[config.mk]
export PLATFORM = sky130hd
export DESIGN_NAME = prog_mem_loader_flat
export DESIGN_NICKNAME = d
export VERILOG_FILES = /design/src/rtl/prog_mem_loader_pkg.sv /design/src/rtl/prog_mem_loader_if.sv /design/src/rtl/prog_mem_loader_deser.sv /design/src/rtl/prog_mem_loader.sv /design/src/flat_wrapper.sv
export SDC_FILE = /design/constraint.sdc
export NUM_CORES = 1
export LEC_CHECK = 0
export ABC_AREA = 1
export BUFFER_PORTS_ARGS = -buffer_cell sky130_fd_sc_hd__buf_2
export CAP_MARGIN = 20
export CORE_ASPECT_RATIO = 1.2
export CORE_UTILIZATION = 23
export DETAILED_ROUTE_END_ITERATION = 10
export GPL_TIMING_DRIVEN = 0
export PLACE_DENSITY = 0.48
export SYNTH_ARGS = -nofsm -noshare
export SYNTH_HDL_FRONTEND = slang
export SYNTH_HIERARCHICAL = 1
export SYNTH_SLANG_ARGS = --single-unit
[constraint.sdc]
create_clock -name clk -period 1.75 [get_ports clk]
set_input_delay 0.175 -clock clk [delete_from_list [all_inputs] [get_ports clk]]
set_output_delay 0.175 -clock clk [all_outputs]
set_load 0.03 [all_outputs]
[src/rtl/prog_mem_loader_pkg.sv]
// Shared types and default widths for the program memory loader slice.
package cpu_pkg;

  typedef enum logic [1:0] {IDLE, LOAD, RUN} ldr_state_t;

  localparam int CPU_ADDR_W = 1;
  localparam int CPU_DATA_W = 1;

endpackage

[src/rtl/prog_mem_loader_if.sv]
// Load port and cpu instruction port of the program memory loader.
interface prog_mem_loader_if
  import cpu_pkg::*;
#(
  parameter int ADDR_W = CPU_ADDR_W,
  parameter int DATA_W = CPU_DATA_W
);
  logic              ld_start;
  logic              ld_valid;
  logic              ld_bit;
  logic              ld_ready;
  logic              ld_done;
  logic              ld_err;
  logic [ADDR_W-1:0] addr;
  logic [DATA_W-1:0] data;
  logic              cpu_hold;

  modport master (
    output ld_start, ld_valid, ld_bit, addr,
    input  ld_ready, ld_done, ld_err, data, cpu_hold
  );

  modport slave (
    input  ld_start, ld_valid, ld_bit, addr,
    output ld_ready, ld_done, ld_err, data, cpu_hold
  );
endinterface

[src/rtl/prog_mem_loader_deser.sv]
// Serial-to-parallel shifter: collects DATA_W bits LSB first and presents the
// completed word combinationally in the cycle its last bit arrives.
module prog_mem_loader_deser
  import cpu_pkg::*;
#(
  parameter int DATA_W = CPU_DATA_W
) (
  input  logic              clk,
  input  logic              rst,
  input  logic              clear,
  input  logic              in_valid,
  input  logic              in_bit,
  output logic [DATA_W-1:0] word,
  output logic              word_valid,
  output logic              last_bit
);
  localparam int CNT_W = (DATA_W > 1) ? $clog2(DATA_W) : 1;

  logic [CNT_W-1:0]  bit_cnt;
  logic [DATA_W-1:0] shreg;

  assign last_bit = (bit_cnt == CNT_W'(DATA_W - 1));

  always_ff @(posedge clk or posedge rst) begin
    if (rst) begin
      bit_cnt <= '0;
      shreg   <= '0;
    end else if (clear) begin
      bit_cnt <= '0;
      shreg   <= '0;
    end else if (in_valid) begin
      shreg[bit_cnt] <= in_bit;
      bit_cnt        <= last_bit ? '0 : bit_cnt + 1'b1;
    end
  end

  // The final bit bypasses the shifter so the full word is ready this cycle.
  always_comb begin
    word             = shreg;
    word[DATA_W-1]   = in_bit;
    word_valid       = in_valid & last_bit & ~clear;
  end

endmodule

[src/rtl/prog_mem_loader.sv]
// Program memory feeding the cpu: serial image load, cpu held in reset until
// a complete image is present, reload allowed at any time.
module prog_mem_loader
  import cpu_pkg::*;
#(
  parameter int               ADDR_W   = CPU_ADDR_W,
  parameter int               DATA_W   = CPU_DATA_W,
  parameter logic [DATA_W-1:0] INIT_VAL = '0
) (
  input  logic               clk,
  input  logic               rst,
  prog_mem_loader_if.slave   bus
);
  localparam int DEPTH = 2 ** ADDR_W;

  ldr_state_t        state, state_nxt;
  logic [ADDR_W-1:0] word_ptr;
  logic [DATA_W-1:0] mem [DEPTH];
  logic              accept, restart, done;
  logic              err_q, hold_q;
  logic [DATA_W-1:0] word;
  logic              word_valid, last_bit;

  prog_mem_loader_deser #(.DATA_W(DATA_W)) u_deser (
    .clk        (clk),
    .rst        (rst),
    .clear      (restart),
    .in_valid   (accept),
    .in_bit     (bus.ld_bit),
    .word       (word),
    .word_valid (word_valid),
    .last_bit   (last_bit)
  );

  always_ff @(posedge clk or posedge rst) begin
    if (rst) state <= IDLE;
    else     state <= state_nxt;
  end

  // Completing the image takes priority over a simultaneous ld_start;
  // otherwise a restart discards any bit offered in the same cycle.
  always_comb begin
    state_nxt = state;
    accept    = 1'b0;
    restart   = 1'b0;
    done      = 1'b0;
    case (state)
      IDLE: begin
        if (bus.ld_start) begin
          state_nxt = LOAD;
          restart   = 1'b1;
        end
      end
      LOAD: begin
        if (bus.ld_valid && last_bit && word_ptr == ADDR_W'(DEPTH - 1)) begin
          accept    = 1'b1;
          done      = 1'b1;
          state_nxt = RUN;
        end else if (bus.ld_start) begin
          restart = 1'b1;
        end else begin
          accept = bus.ld_valid;
        end
      end
      RUN: begin
        if (bus.ld_start) begin
          state_nxt = LOAD;
          restart   = 1'b1;
        end
      end
      default: state_nxt = IDLE;
    endcase
  end

  always_ff @(posedge clk or posedge rst) begin
    if (rst) begin
      word_ptr <= '0;
    end else if (restart) begin
      word_ptr <= '0;
    end else if (word_valid) begin
      word_ptr <= word_ptr + 1'b1;
    end
  end

  always_ff @(posedge clk or posedge rst) begin
    if (rst) begin
      for (int i = 0; i < DEPTH; i++) mem[i] <= INIT_VAL;
    end else if (word_valid) begin
      mem[word_ptr] <= word;
    end
  end

  always_ff @(posedge clk or posedge rst) begin
    if (rst) begin
      err_q  <= 1'b0;
      hold_q <= 1'b1;
    end else begin
      if (restart && state == LOAD) err_q <= 1'b1;
      hold_q <= (state_nxt != RUN);
    end
  end

  assign bus.ld_ready = (state == LOAD);
  assign bus.ld_done  = done;
  assign bus.ld_err   = err_q;
  assign bus.cpu_hold = hold_q;
  assign bus.data     = (state == RUN) ? mem[bus.addr] : '0;

endmodule
[src/flat_wrapper.sv]
// flat-port wrapper written by rule: the top's interface ports become plain ports
module prog_mem_loader_flat import cpu_pkg::*;
#(
  parameter int               ADDR_W   = CPU_ADDR_W,
  parameter int               DATA_W   = CPU_DATA_W,
  parameter logic [DATA_W-1:0] INIT_VAL = '0
)
  (clk, rst, bus_ld_start, bus_ld_valid, bus_ld_bit, bus_addr, bus_ld_ready, bus_ld_done, bus_ld_err, bus_data, bus_cpu_hold);
  prog_mem_loader_if #(.ADDR_W(ADDR_W), .DATA_W(DATA_W)) bus_i ();
  input  logic clk;
  input  logic rst;
  input wire logic [$bits(bus_i.ld_start)-1:0] bus_ld_start;
  input wire logic [$bits(bus_i.ld_valid)-1:0] bus_ld_valid;
  input wire logic [$bits(bus_i.ld_bit)-1:0] bus_ld_bit;
  input wire logic [$bits(bus_i.addr)-1:0] bus_addr;
  output wire logic [$bits(bus_i.ld_ready)-1:0] bus_ld_ready;
  output wire logic [$bits(bus_i.ld_done)-1:0] bus_ld_done;
  output wire logic [$bits(bus_i.ld_err)-1:0] bus_ld_err;
  output wire logic [$bits(bus_i.data)-1:0] bus_data;
  output wire logic [$bits(bus_i.cpu_hold)-1:0] bus_cpu_hold;
  assign bus_i.ld_start = bus_ld_start;
  assign bus_i.ld_valid = bus_ld_valid;
  assign bus_i.ld_bit = bus_ld_bit;
  assign bus_i.addr = bus_addr;
  assign bus_ld_ready = bus_i.ld_ready;
  assign bus_ld_done = bus_i.ld_done;
  assign bus_ld_err = bus_i.ld_err;
  assign bus_data = bus_i.data;
  assign bus_cpu_hold = bus_i.cpu_hold;
  prog_mem_loader #(.ADDR_W(ADDR_W), .DATA_W(DATA_W), .INIT_VAL(INIT_VAL)) u_core (.clk(clk), .rst(rst), .bus(bus_i));
endmodule
* After elaboration in Yosys (flattened, before gate mapping)
Cells that the tools add are included.
** Word-level totals
- Memories kept :: 0
- Bits in latches :: 0
- Memory bits (read-only) :: 0
- Input bits :: 6
- Bits in writable memories :: 0
- Flip-flop bits (word level) :: 8
- Output and inout port bits :: 5
- Logic and storage cells :: 52
** Operators by class
- Add/sub/neg operators :: 2
- Equality and inequality tests :: 3
- Reduce and logical (&&, ||, !) cells :: 8
- Shifts and indexed selects :: 0
- Bitwise logic cells :: 6
- Multipliers :: 0
- Div/mod/pow operators :: 0
- Multiplexer cells :: 23
- Magnitude comparators :: 3
** Operators by type and width (number)
- 2-to-1 mux 1 bit :: 17
- >= comparator 2 bit, second input constant :: 2
- logical AND 1 bit :: 4
- 2-to-1 mux 2 bit :: 2
- NOT 1 -> 2 bit :: 2
- one-hot mux 2 bit (2 select lines) :: 1
- nonzero test 2 bit :: 2
- adder 1 bit, second input constant :: 2
- bitwise AND 1 bit :: 2
- bitwise mux 2 bit :: 1
- equality test 2 x 1 -> 1 bit, second input constant :: 1
- equality test 2 bit, second input constant :: 1
- logical NOT 2 bit :: 1
- < comparator 2 x 1 -> 1 bit, second input constant :: 1
- != test 2 bit, second input constant :: 1
- NOT 1 bit :: 2
- one-hot mux 1 bit (2 select lines) :: 1
- OR reduction 2 bit :: 1
- demux 1 bit (select 1 bit) :: 1

* Logic depth before layout (Yosys ltp)
- Word-level depth :: 9
- Gate-level depth with buffers :: 9
- Gate-level depth less buffers :: 9

* Hierarchy
Netlist, hierarchy kept.
** By module, submodules not included
- prog_mem_loader :: sequential area each 176.4 sq um, times used 1, cells each 38, area an instance 342.8 sq um
- prog_mem_loader_deser :: sequential area each 0.0 sq um, times used 1, cells each 5, area an instance 28.8 sq um

* Least setup slack after synthesis
OpenSTA, ideal clock, no wires.
- Path kind :: register -> output
- Start point :: reg u_core.state[0]
- End point :: out bus_data
- Data arrival time :: 1.300 ns
- Required time :: 1.575 ns
- Slack :: 0.275 ns
- Stages on the path, launching flop included :: 4
- Buffers on the path :: 0
- Cell sequence :: dfrtp_1 > inv_1 > nand2_1 > a211oi_1
** On the way
- Cells in the longest elaborated chain, start to end :: 2
** Ends and longest elaborated chain
- from (decl) :: line prog_mem_loader.sv:16 : ldr_state_t state, state_nxt;
- from (signal assigned) :: line prog_mem_loader.sv:37 : else state <= state_nxt;
- equality test 2 bit :: line prog_mem_loader.sv:107 : assign bus.data = (state == RUN) ? mem[bus.addr] : '0;
- 2-to-1 mux 1 bit :: line prog_mem_loader.sv:107
- to (decl) :: line flat_wrapper.sv:19 : output wire logic [$bits(bus_i.data)-1:0] bus_data;
No other way between the ends.

* Final worst setup path
Ends and elaborated chain as after synthesis.

==> flow_metrics.py <==
metrics = {
    "placed_design": {
        "numPortBuffers": 9,
        "routabilityCongestion": 0.658,
        "post-dp-hpwl_um": 496,
    },
    "setup_path": {
        "worstSetupStartpointType": "flop",
        "cp.arrival_ns": 1.31,
        "cpMaxStageDelayCell": "dfrtp_1",
        "cp_cell_sequence": "inv_1, nand2_1, a211oi_1, buf_2",
        "crit-reg2reg-capture": "u_core/mem[1]",
        "path_buf_inv": 2,
        "reg2regPathDepth": 9,
        "worstSetupEndpointType": "output port",
        "worst_r2r_startpoint": "u_core/state[0]",
        "required_ns": 1.57,
        "setup.reg_to_reg.worst_slack_ns": 0.45,
        "maximum_net_fanout_on_the_critical_path": 3,
        "max_stage_delay_ns": 0.38,
        "critPathTopFamily": "flip-flops",
        "class_of_the_most_critical_setup_path": "reg -> out",
    },
    "timing": {
        "final.setup_skew_ns": 0.00462,
        "finalSetupViolCount": 0,
        "grt_setup_unrepaired": "no",
        "min_period_ns": 1.48,
        "setup-tns-final_ns": 0,
        "period_share_pct": 84.8,
        "slew_viol_final": 0,
        "max_freq_ghz": 0.674,
        "final_hold_viol_count": 0,
    },
    "run": {
        "maxCapViolations": 0,
    },
    "clock_network": {
        "cts_buffers": 3,
        "clk_pin_slew_worst_paths_ns": 0.05,
        "cts_tree": "yes",
        "worstSkewPairLatency_ns": 0.25,
        "tritoncts_num_sinks": 7,
        "cts-resized-gates": 0,
        "cts_root_buffer": "clkbuf_4",
        "clock_tree.buffer_depth": 2,
        "cts.repair_timing.setup_buffer_count": 0,
        "cts-htree-levels": 1,
    },
    "synthesis": {
        "netlist.area_leader.share_pct": 40.4,
        "synthCells": 43,
        "postSynthNetCount": 49,
        "syn_area_per_cell_um2": 8.64,
        "synth_xor_xnor_area_share_pct": 2.36,
        "synth_common_cells": "inv_1, nand2_1, dfrtp_1",
        "postSynth.topFlopCell": "dfrtp_1",
        "dominant_combinational_cell_family_by_area_after_synthesis": "simple AND/OR/NAND/NOR gates",
        "synth-adder-area-share_pct": 0,
        "synth_area_leader_cell": "dfrtp_1",
        "synthSimpleGateAreaFrac_pct": 23.9,
        "synth-compound-area-share_pct": 11.1,
        "synth.top_cells.by_area": "dfrtp_1, inv_1, dfstp_2",
        "yosys-mux-area-fraction_pct": 0,
        "postSynth.asyncResetShare_pct": 100,
        "synthesis.area_um2": 372,
        "synth_most_common_cell": "inv_1",
        "synth_edf_count": 0,
        "yosysWarnings": 6,
        "ys_seq_area_share_pct": 47.5,
        "synthDistinctLibCells": 19,
        "yosys_register_bits": 7,
    },
    "hold_path": {
        "hold_class": "in -> reg",
        "timing.hold.worst.start": "bus_ld_start",
        "worst_hold_path.endpoint": "u_core/state[1]",
        "holdPathStages": 2,
    },
    "floorplanning": {
        "initial_utilization_pct": 25.4,
        "core-area_mm2": 0.00146,
        "die_height_um": 46.0,
        "die-width_um": 38.7,
        "ioPinCount": 11,
        "fp.dieArea_mm2": 0.00178,
        "core_rows": 15,
    },
    "power_and_ir_drop": {
        "p_leak_nw": 0.235,
        "pwr_density_cell_mw_per_mm2": 1260,
        "vdd_drop_max_mv": 0.450,
    },
    "layout": {
        "antennaDiodeCount": 0,
        "drive_above_1_share_pct": 40.4,
        "area.growth.synth_to_final_pct": 27.6,
        "fin_util_pct": 32.4,
        "filler_cell_count": 163,
        "design.final.nets": 64,
    },
    "grt": {
        "maximum_number_of_pins_on_one_net_before_global_route_repair": 8,
        "grt_pass1_wl_um": 1040,
        "grtUsageTotal_pct": 9.15,
        "initial_antenna_violation_count": 0,
        "grt_pass1_vias": 278,
        "grt_remaining_overflow": 0,
    },
    "drt": {
        "average_wire_per_standard_cell_um": 8.58,
        "drt-pass1-iter-count": 4,
        "route.vias.total": 291,
        "route.detailed.drc": 0,
        "postRouteWirelength_um": 635,
        "drt_first_iter_violations": 3,
        "ant_nets": 0,
        "route.detailed.vias_per_inst": 3.93,
    },
    "status": {
        "run_status": "complete, no violations",
    },
}
## metrics by stage
stage	total power, mW	setup WS (ns)	cells	hold slack, ns	area (µm²)
floorplan	0.408	0.275	43	-0.0223	372
CTS	0.610	0.256	74	0.180	474
global route	0.653	0.185	74	0.186	474
finish	0.596	0.266	74	0.192	474
detailed placement	0.452	0.459	69	0.121	438
global placement	0.453	0.455	69	0.119	438
## routing by layer
metal | part of all wire, % | global-route usage (%) | wire length [µm] | up-vias
met5 | 0 | 0 | 0 | -
met4 | 0 | 8.28 | 0 | 0
met3 | 4.1 | 2.94 | 26 | 0
met2 | 50 | 12.7 | 315 | 6
met1 | 46 | 11.0 | 293 | 128
li1 | - | - | - | 157
## power breakdown
group / internal [mW] / switching [mW] / total, mW
combinational: 0.0768 / 0.140 / 0.217
sequential: 0.205 / 0.0294 / 0.234
clock: 0.0869 / 0.0583 / 0.145
total: 0.369 / 0.228 / 0.596
## how the worst max path moves through the flow
stage                     from             to  slack [ns]  depth (start not counted)
6_report       u_core/state[0]       bus_data        0.27                          4
3_5_place_dp   u_core/word_ptr  u_core/mem[1]        0.46                          7
5_1_grt        u_core/state[0]       bus_data        0.19                          4
4_1_cts        u_core/state[0]       bus_data        0.26                          4
2_1_floorplan  u_core/state[0]       bus_data        0.27                          3
3_3_place_gp   u_core/word_ptr  u_core/mem[1]        0.46                          7
## registers in the layout, summed over array words and instances (netlist names)
register / count
u_core/bus.cpu_hold: 1
u_core/bus.ld_err: 1
u_core/mem: 2
u_core/state: 2
u_core/word_ptr: 1
## kinds of logic after synthesis
logic type / after synthesis
buffers and inverters: 12
DFF: 7
AOI/OAI and AO/OA: 6
and+or+nand+nor: 16
xor gates and xnor gates: 1
other: 1
## placed cells by master, fill, tap and decap left out, drive strengths merged
cell and instances:
conb 1, nand3 3, nand2 8, a21oi 2, clkbuf 4, inv 10, o22ai 1, dfstp 1
nor2 5, xnor2 1, dlygate4sd3 1, buf 11, dfrtp 6, o21ai 1, a31oi 1, a211oi 1
## cell type report
type,count,area [µm²],area share (%)
buffer,2,15.0,3.17
clock buffer,4,26.3,5.54
inverter,10,37.5,7.92
multi-input combinational,24,143,30.1
sequential,7,176,37.2
tap,17,21.3,4.49
timing repair buffer,10,55.1,11.6
## what timing repair did
item                                   in CTS  in global routing
setup endpoints to repair                   0                  0
hold buffers                                1                  0
endpoints found under the hold margin       6                  0
(Power assumes the default switching activity.)
